==> src/rtl/tlp_thruput_meter.sv <==
`timescale 1ns/1ps
// -----------------------------------------------------------------------------
// tlp_thruput_meter
//
// Purpose:
//   Measures TX TLP throughput over a fixed window of WINDOW_CYC clk_125 cycles.
//   It taps the PCIe core TX handshake in parallel with the TLP generator. It
//   counts accepted beats and start-of-packet beats, then latches the totals for
//   the LED/display and debug readout logic.
//
// Parameters:
//   WINDOW_CYC : number of counted cycles per window (>= 2)
//   CNT_W      : width of accumulators and result registers
//
// Ports:
//   clk_125     in   PCIe core user clock; all logic runs on the rising edge
//   rst         in   synchronous reset, active-high
//   start       in   1-cycle pulse; begins a window (ignored unless idle)
//   abort       in   1-cycle pulse; cancels a running window, no result update
//   cont        in   sampled in LATCH; 1 = immediately start another window
//   tx_beat     in   TX data beat accepted this cycle
//   tx_sop      in   qualifies tx_beat as the first beat of a TLP
//   rx_beat     in   RX data beat accepted this cycle      (RX_COUNT_EN only)
//   rx_beat_cnt out  RX beats in the last completed window (RX_COUNT_EN only)
//   busy        out  high while a window is running (MEAS and LATCH)
//   done        out  1-cycle pulse; results are valid in the same cycle
//   beat_cnt    out  TX beats in the last completed window
//   tlp_cnt     out  TLPs (sop beats) in the last completed window
//   sat         out  a counter saturated during the last completed window
//
// Configuration:
//   `define RX_COUNT_EN adds a third channel that counts rx_beat. It uses the
//   same window, saturation rules and latch timing as the TX channels.
// -----------------------------------------------------------------------------
module tlp_thruput_meter #(
    parameter int unsigned WINDOW_CYC = 125000000,
    parameter int unsigned CNT_W      = 32
) (
    input  logic             clk_125,
    input  logic             rst,
    input  logic             start,
    input  logic             abort,
    input  logic             cont,
    input  logic             tx_beat,
    input  logic             tx_sop,
`ifdef RX_COUNT_EN
    input  logic             rx_beat,
    output logic [CNT_W-1:0] rx_beat_cnt,
`endif
    output logic             busy,
    output logic             done,
    output logic [CNT_W-1:0] beat_cnt,
    output logic [CNT_W-1:0] tlp_cnt,
    output logic             sat
);

    // Counting channels: 0 = TX beats, 1 = TX TLPs, 2 = RX beats (optional).
`ifdef RX_COUNT_EN
    localparam int unsigned NCH = 3;
`else
    localparam int unsigned NCH = 2;
`endif

    localparam int unsigned     TMR_W    = (WINDOW_CYC > 1) ? $clog2(WINDOW_CYC) : 1;
    localparam logic [TMR_W-1:0] TMR_LOAD = TMR_W'(WINDOW_CYC - 1);
    localparam logic [CNT_W-1:0] CNT_MAX  = '1;

    typedef enum logic [1:0] {
        ST_IDLE  = 2'd0,
        ST_MEAS  = 2'd1,
        ST_LATCH = 2'd2
    } state_t;

    state_t                      state_q;
    logic [TMR_W-1:0]            timer_q;
    logic [NCH-1:0][CNT_W-1:0]   acc_q;
    logic [NCH-1:0][CNT_W-1:0]   acc_d;
    logic [NCH-1:0][CNT_W-1:0]   res_q;
    logic                        sat_acc_q;
    logic                        sat_acc_d;
    logic                        sat_q;
    logic                        busy_q;
    logic                        done_q;
    logic [NCH-1:0]              inc;
    logic [NCH-1:0]              ovf;

    assign inc[0] = tx_beat;
    assign inc[1] = tx_beat & tx_sop;   // sop without a beat is ignored
`ifdef RX_COUNT_EN
    assign inc[2] = rx_beat;
`endif

    // Per-channel saturating increment. An increment requested while the
    // accumulator is already all-ones is dropped and flagged as saturation.
    generate
        for (genvar gi = 0; gi < NCH; gi++) begin : g_chan
            assign ovf[gi]   = inc[gi] && (acc_q[gi] == CNT_MAX);
            assign acc_d[gi] = (inc[gi] && !ovf[gi]) ? acc_q[gi] + CNT_W'(1) : acc_q[gi];
        end
    endgenerate

    assign sat_acc_d = sat_acc_q | (|ovf);

    // The FSM and all outputs are registered together. The last MEAS cycle
    // latches acc_d directly so that this cycle's beats are included. Results
    // and the done pulse therefore become visible together during LATCH.
    always_ff @(posedge clk_125) begin
        if (rst) begin
            state_q   <= ST_IDLE;
            timer_q   <= '0;
            acc_q     <= '0;
            res_q     <= '0;
            sat_acc_q <= 1'b0;
            sat_q     <= 1'b0;
            busy_q    <= 1'b0;
            done_q    <= 1'b0;
        end else begin
            done_q <= 1'b0;
            case (state_q)
                ST_IDLE: begin
                    if (start) begin
                        state_q   <= ST_MEAS;
                        timer_q   <= TMR_LOAD;
                        acc_q     <= '0;
                        sat_acc_q <= 1'b0;
                        busy_q    <= 1'b1;
                    end
                end
                ST_MEAS: begin
                    if (abort) begin
                        // Abort takes priority, even on the final cycle.
                        state_q <= ST_IDLE;
                        busy_q  <= 1'b0;
                    end else begin
                        acc_q     <= acc_d;
                        sat_acc_q <= sat_acc_d;
                        if (timer_q == '0) begin
                            state_q <= ST_LATCH;
                            res_q   <= acc_d;
                            sat_q   <= sat_acc_d;
                            done_q  <= 1'b1;
                        end else begin
                            timer_q <= timer_q - TMR_W'(1);
                        end
                    end
                end
                ST_LATCH: begin
                    // Beats in this cycle are deliberately not counted.
                    if (cont) begin
                        state_q   <= ST_MEAS;
                        timer_q   <= TMR_LOAD;
                        acc_q     <= '0;
                        sat_acc_q <= 1'b0;
                    end else begin
                        state_q <= ST_IDLE;
                        busy_q  <= 1'b0;
                    end
                end
                default: begin
                    state_q <= ST_IDLE;
                    busy_q  <= 1'b0;
                end
            endcase
        end
    end

    assign busy     = busy_q;
    assign done     = done_q;
    assign beat_cnt = res_q[0];
    assign tlp_cnt  = res_q[1];
    assign sat      = sat_q;
`ifdef RX_COUNT_EN
    assign rx_beat_cnt = res_q[2];
`endif

endmodule
==> config.mk <==
export PLATFORM = sky130hd
export DESIGN_NAME = tlp_thruput_meter
export DESIGN_NICKNAME = d
export VERILOG_FILES = /design/src/rtl/tlp_thruput_meter.sv
export SDC_FILE = /design/constraint.sdc
export NUM_CORES = 1
export LEC_CHECK = 0
export CORE_MARGIN = 2
export CORE_UTILIZATION = 35
export DETAILED_ROUTE_END_ITERATION = 8
export PLACE_DENSITY = 0.54
export SLEW_MARGIN = 40
export SYNTH_ARGS = -nofsm -noshare
export SYNTH_HDL_FRONTEND = slang
export SYNTH_SLANG_ARGS = --single-unit
==> constraint.sdc <==
create_clock -name clk_125 -period 2.6 [get_ports clk_125]
set_input_delay 0.39 -clock clk_125 [delete_from_list [all_inputs] [get_ports clk_125]]
set_output_delay 0.39 -clock clk_125 [all_outputs]
set_load 0.02 [all_outputs]
==> results.md <==
* Max Used Layer: met4
* Gpl congestion at 0.825
* Power, Total at 5.55 mW
* Via Count at 7225
* Status: completed
* Pin count of the biggest net entering global routing at 71
* Final hold viol count at 0
* Clock Sinks at 161
* CORE AREA at 0.0226 mm2
* Post-Syn Area at 0.00800 mm2
* Pwr dens at 557 mW/mm2
* Met1 wire length at 10900 um
* Top cells by area, synth: dfxtp_1, a211oi_1, nor2_1, xnor2_1, nand2_1
* DRC errors left at 0
* Initial core utilization at 35.4%
* Crit path kind: reg -> reg
* Most frequent cells in the layout: dfxtp_1, nor2_1, nand2_1, clkdlybuf4s50_1, a211oi_1
* Initial antenna violation count at 0
* Pre-CTS setup slack at -0.0587 ns
* Tot GR Track Use at 18.1%
* Syn avg cell area at 8.30 um2
* DIE WIDTH at 155 um
* Std cell rows at 55
* Worst slew pin tran at 0.754 ns
* Int Power at 4.22 mW
* Worst-path clk slew at 0.07 ns
* # diodes at 0
* Clock root buffer: clkbuf_16
* First-pass GRT wire length at 35300 um
* Tmin final at 2.44 ns
* HP Class: in -> reg
* Post-synthesis sequential element count at 161
* Share of post-route cells with drive strength above 1 at 10.4%
* Async S/R FF share, synth at 0%
* Sw Ratio at 24.0%
* Drt first pass iters at 4
* Clock Power Share at 47.3%
* Postcts setup bufs at 0
* Final core utilization at 44.1%
* YS warnings at 0
* Longest Clk Path Bufs at 2
* Post-cts gate resize count at 0
* Critical Path End Type: register
* Static Leak at 3.28 nW
* Most common cell after layout, fill and taps aside: dfxtp_1
* Combinational share of power at 6.9%
* Vias per cell at 5.37
* Top-area cell type share of the netlist area at 40.3%
* Final WS setup at 0.157 ns
* Worst-skew pair later-pin latency at 0.43 ns
* DRT iter0 DRCs at 456
* DP HPWL at 14400 um
* Worst vdd ir at 0.436 mV
* Worst Path Required at 2.89 ns
* CP max FO at 12
* Crit start category: register
* RSZ-0062 raised after global routing: no
* Final Setup Violations at 0
* Yosys top cell by area: dfxtp_1
* Die Y at 155 um
* Cells after Synth at 964
* Post-synthesis net count at 974
* Metal3 WL at 763 um
* Worst slew margin at 49.6%
* Post-Route WL at 20900 um
* NetSw at 1.33 mW
* CTS tree: yes
* Tcrit/Tclk final at 93.9%
* Cts hold-fix bufs at 0
* Post-synth EDFFs at 0
* Met2 WL at 8940 um
* Reg power frac at 45.8%
* Sequential share of the synthesized area at 40.3%
* Final Non-Filler Cells at 1346
* DRT antenna net count at 0
* Num ports at 74
* Peak Freq at 0.409 GHz
* WL per Instance at 15.5 um
* Die ar. at 0.0241 mm2
* Port Buffer Count at 73
* Area growth, synth to finish at 24.5%
* Gr ovfl total at 0
* Max_cap viols at 0
* Layout Skew at 0.00951 ns
* Placed Instances at 1314
* Worst Path Arrival at 2.73 ns
* Distinct cells, synth at 66
* Vias in the first global route at 6740
* Fin. max-slew vios at 0
* Synth Flop Type: dfxtp_1
* TritonCTS buffer count at 17
* Final-stage net count at 1058
* H-tree levels at 4
[registers in the layout, summed over array words and instances, names as in the netlist]
signal     count
state_q        2
beat_cnt      32
acc_q         64
sat            1
done           1
timer_q       27
tlp_cnt       32
sat_acc_q      1
busy           1
[cells in the mapped netlist, types with 15 or more instances]
library cell,instances
a211oi_1,61
nor4_1,15
nand2_1,78
nand4_1,22
clkbuf_1,41
a21oi_1,48
buf_2,15
inv_1,15
xnor2_1,45
and3_1,17
and4_1,20
o21ai_0,44
a31oi_1,37
nor2_1,112
xor2_1,32
dfxtp_1,161
nand3_1,36
nor3_1,24
or3_1,15
[power by group through the flow]
| stage | Clock (mW) | Combinational (mW) | Sequential [mW] |
|---|---|---|---|
| global placement | 0 | 0.381 | 2.60 |
| floorplan | 0 | 0.247 | 2.59 |
| detailed placement | 0 | 0.383 | 2.60 |
| finish | 2.63 | 0.381 | 2.55 |
| CTS | 2.70 | 0.384 | 2.54 |
| global route | 2.82 | 0.428 | 2.55 |
[logic make-up after synthesis]
group | share of synthesized area, %
AO/OA/AOI/OAI | 19.8
XOR/XNOR | 8.43
adder cells (fa/ha/maj) | 0.469
buffers and inverters | 4.47
flip-flops | 40.3
multiplexers | 0.626
AND/OR/NAND/NOR | 26.0
[cell type report]
| type | instances | area [um2] |
|---|---|---|
| clock inverter | 12 | 156 |
| multi-input combinational | 722 | 4440 |
| sequential | 161 | 3220 |
| clock buffer | 20 | 457 |
| timing repair buffer | 131 | 1280 |
| inverter | 15 | 56.3 |
| fill | 2260 | 12600 |
| tap | 285 | 357 |
[final timing paths]
check | from | to | slack (ns) | depth (start not counted)
min | rst | acc_q[32] | 0.39 | 2
max | timer_q[1] | timer_q[25] | 0.16 | 10
min reg2reg | sat_acc_q | sat_acc_q | 0.48 | 2
max reg2reg | timer_q[1] | timer_q[25] | 0.16 | 10
[per-stage QoR]
| step | instance area [um2] | TNS (ns) | hold WS (ns) |
|---|---|---|---|
| after floorplan | 8000 | 0 | 0.450 |
| after global placement | 9350 | -0.219 | 0.465 |
| after detailed placement | 9350 | -0.302 | 0.470 |
| after CTS | 9960 | 0 | 0.384 |
| after global routing | 9960 | 0 | 0.401 |
| final | 9960 | 0 | 0.391 |
[critical path, cell delays in order (launching register included)]
cell	delay (ns)
dfxtp_1	0.37
inv_1	0.06
ha_1	0.22
nor4b_1	0.16
buf_4	0.14
and4_1	0.27
a211o_1	0.33
buf_4	0.19
nor4b_1	0.32
xnor2_1	0.16
a21oi_1	0.08
[routing by layer]
metal | up-vias | track usage, %
met1 | 3376 | 26.8
met5 | - | 0
met3 | 19 | 3.18
met2 | 135 | 26.8
met4 | 0 | 5.50
li1 | 3695 | -
Power figures use the tool's default switching activity.
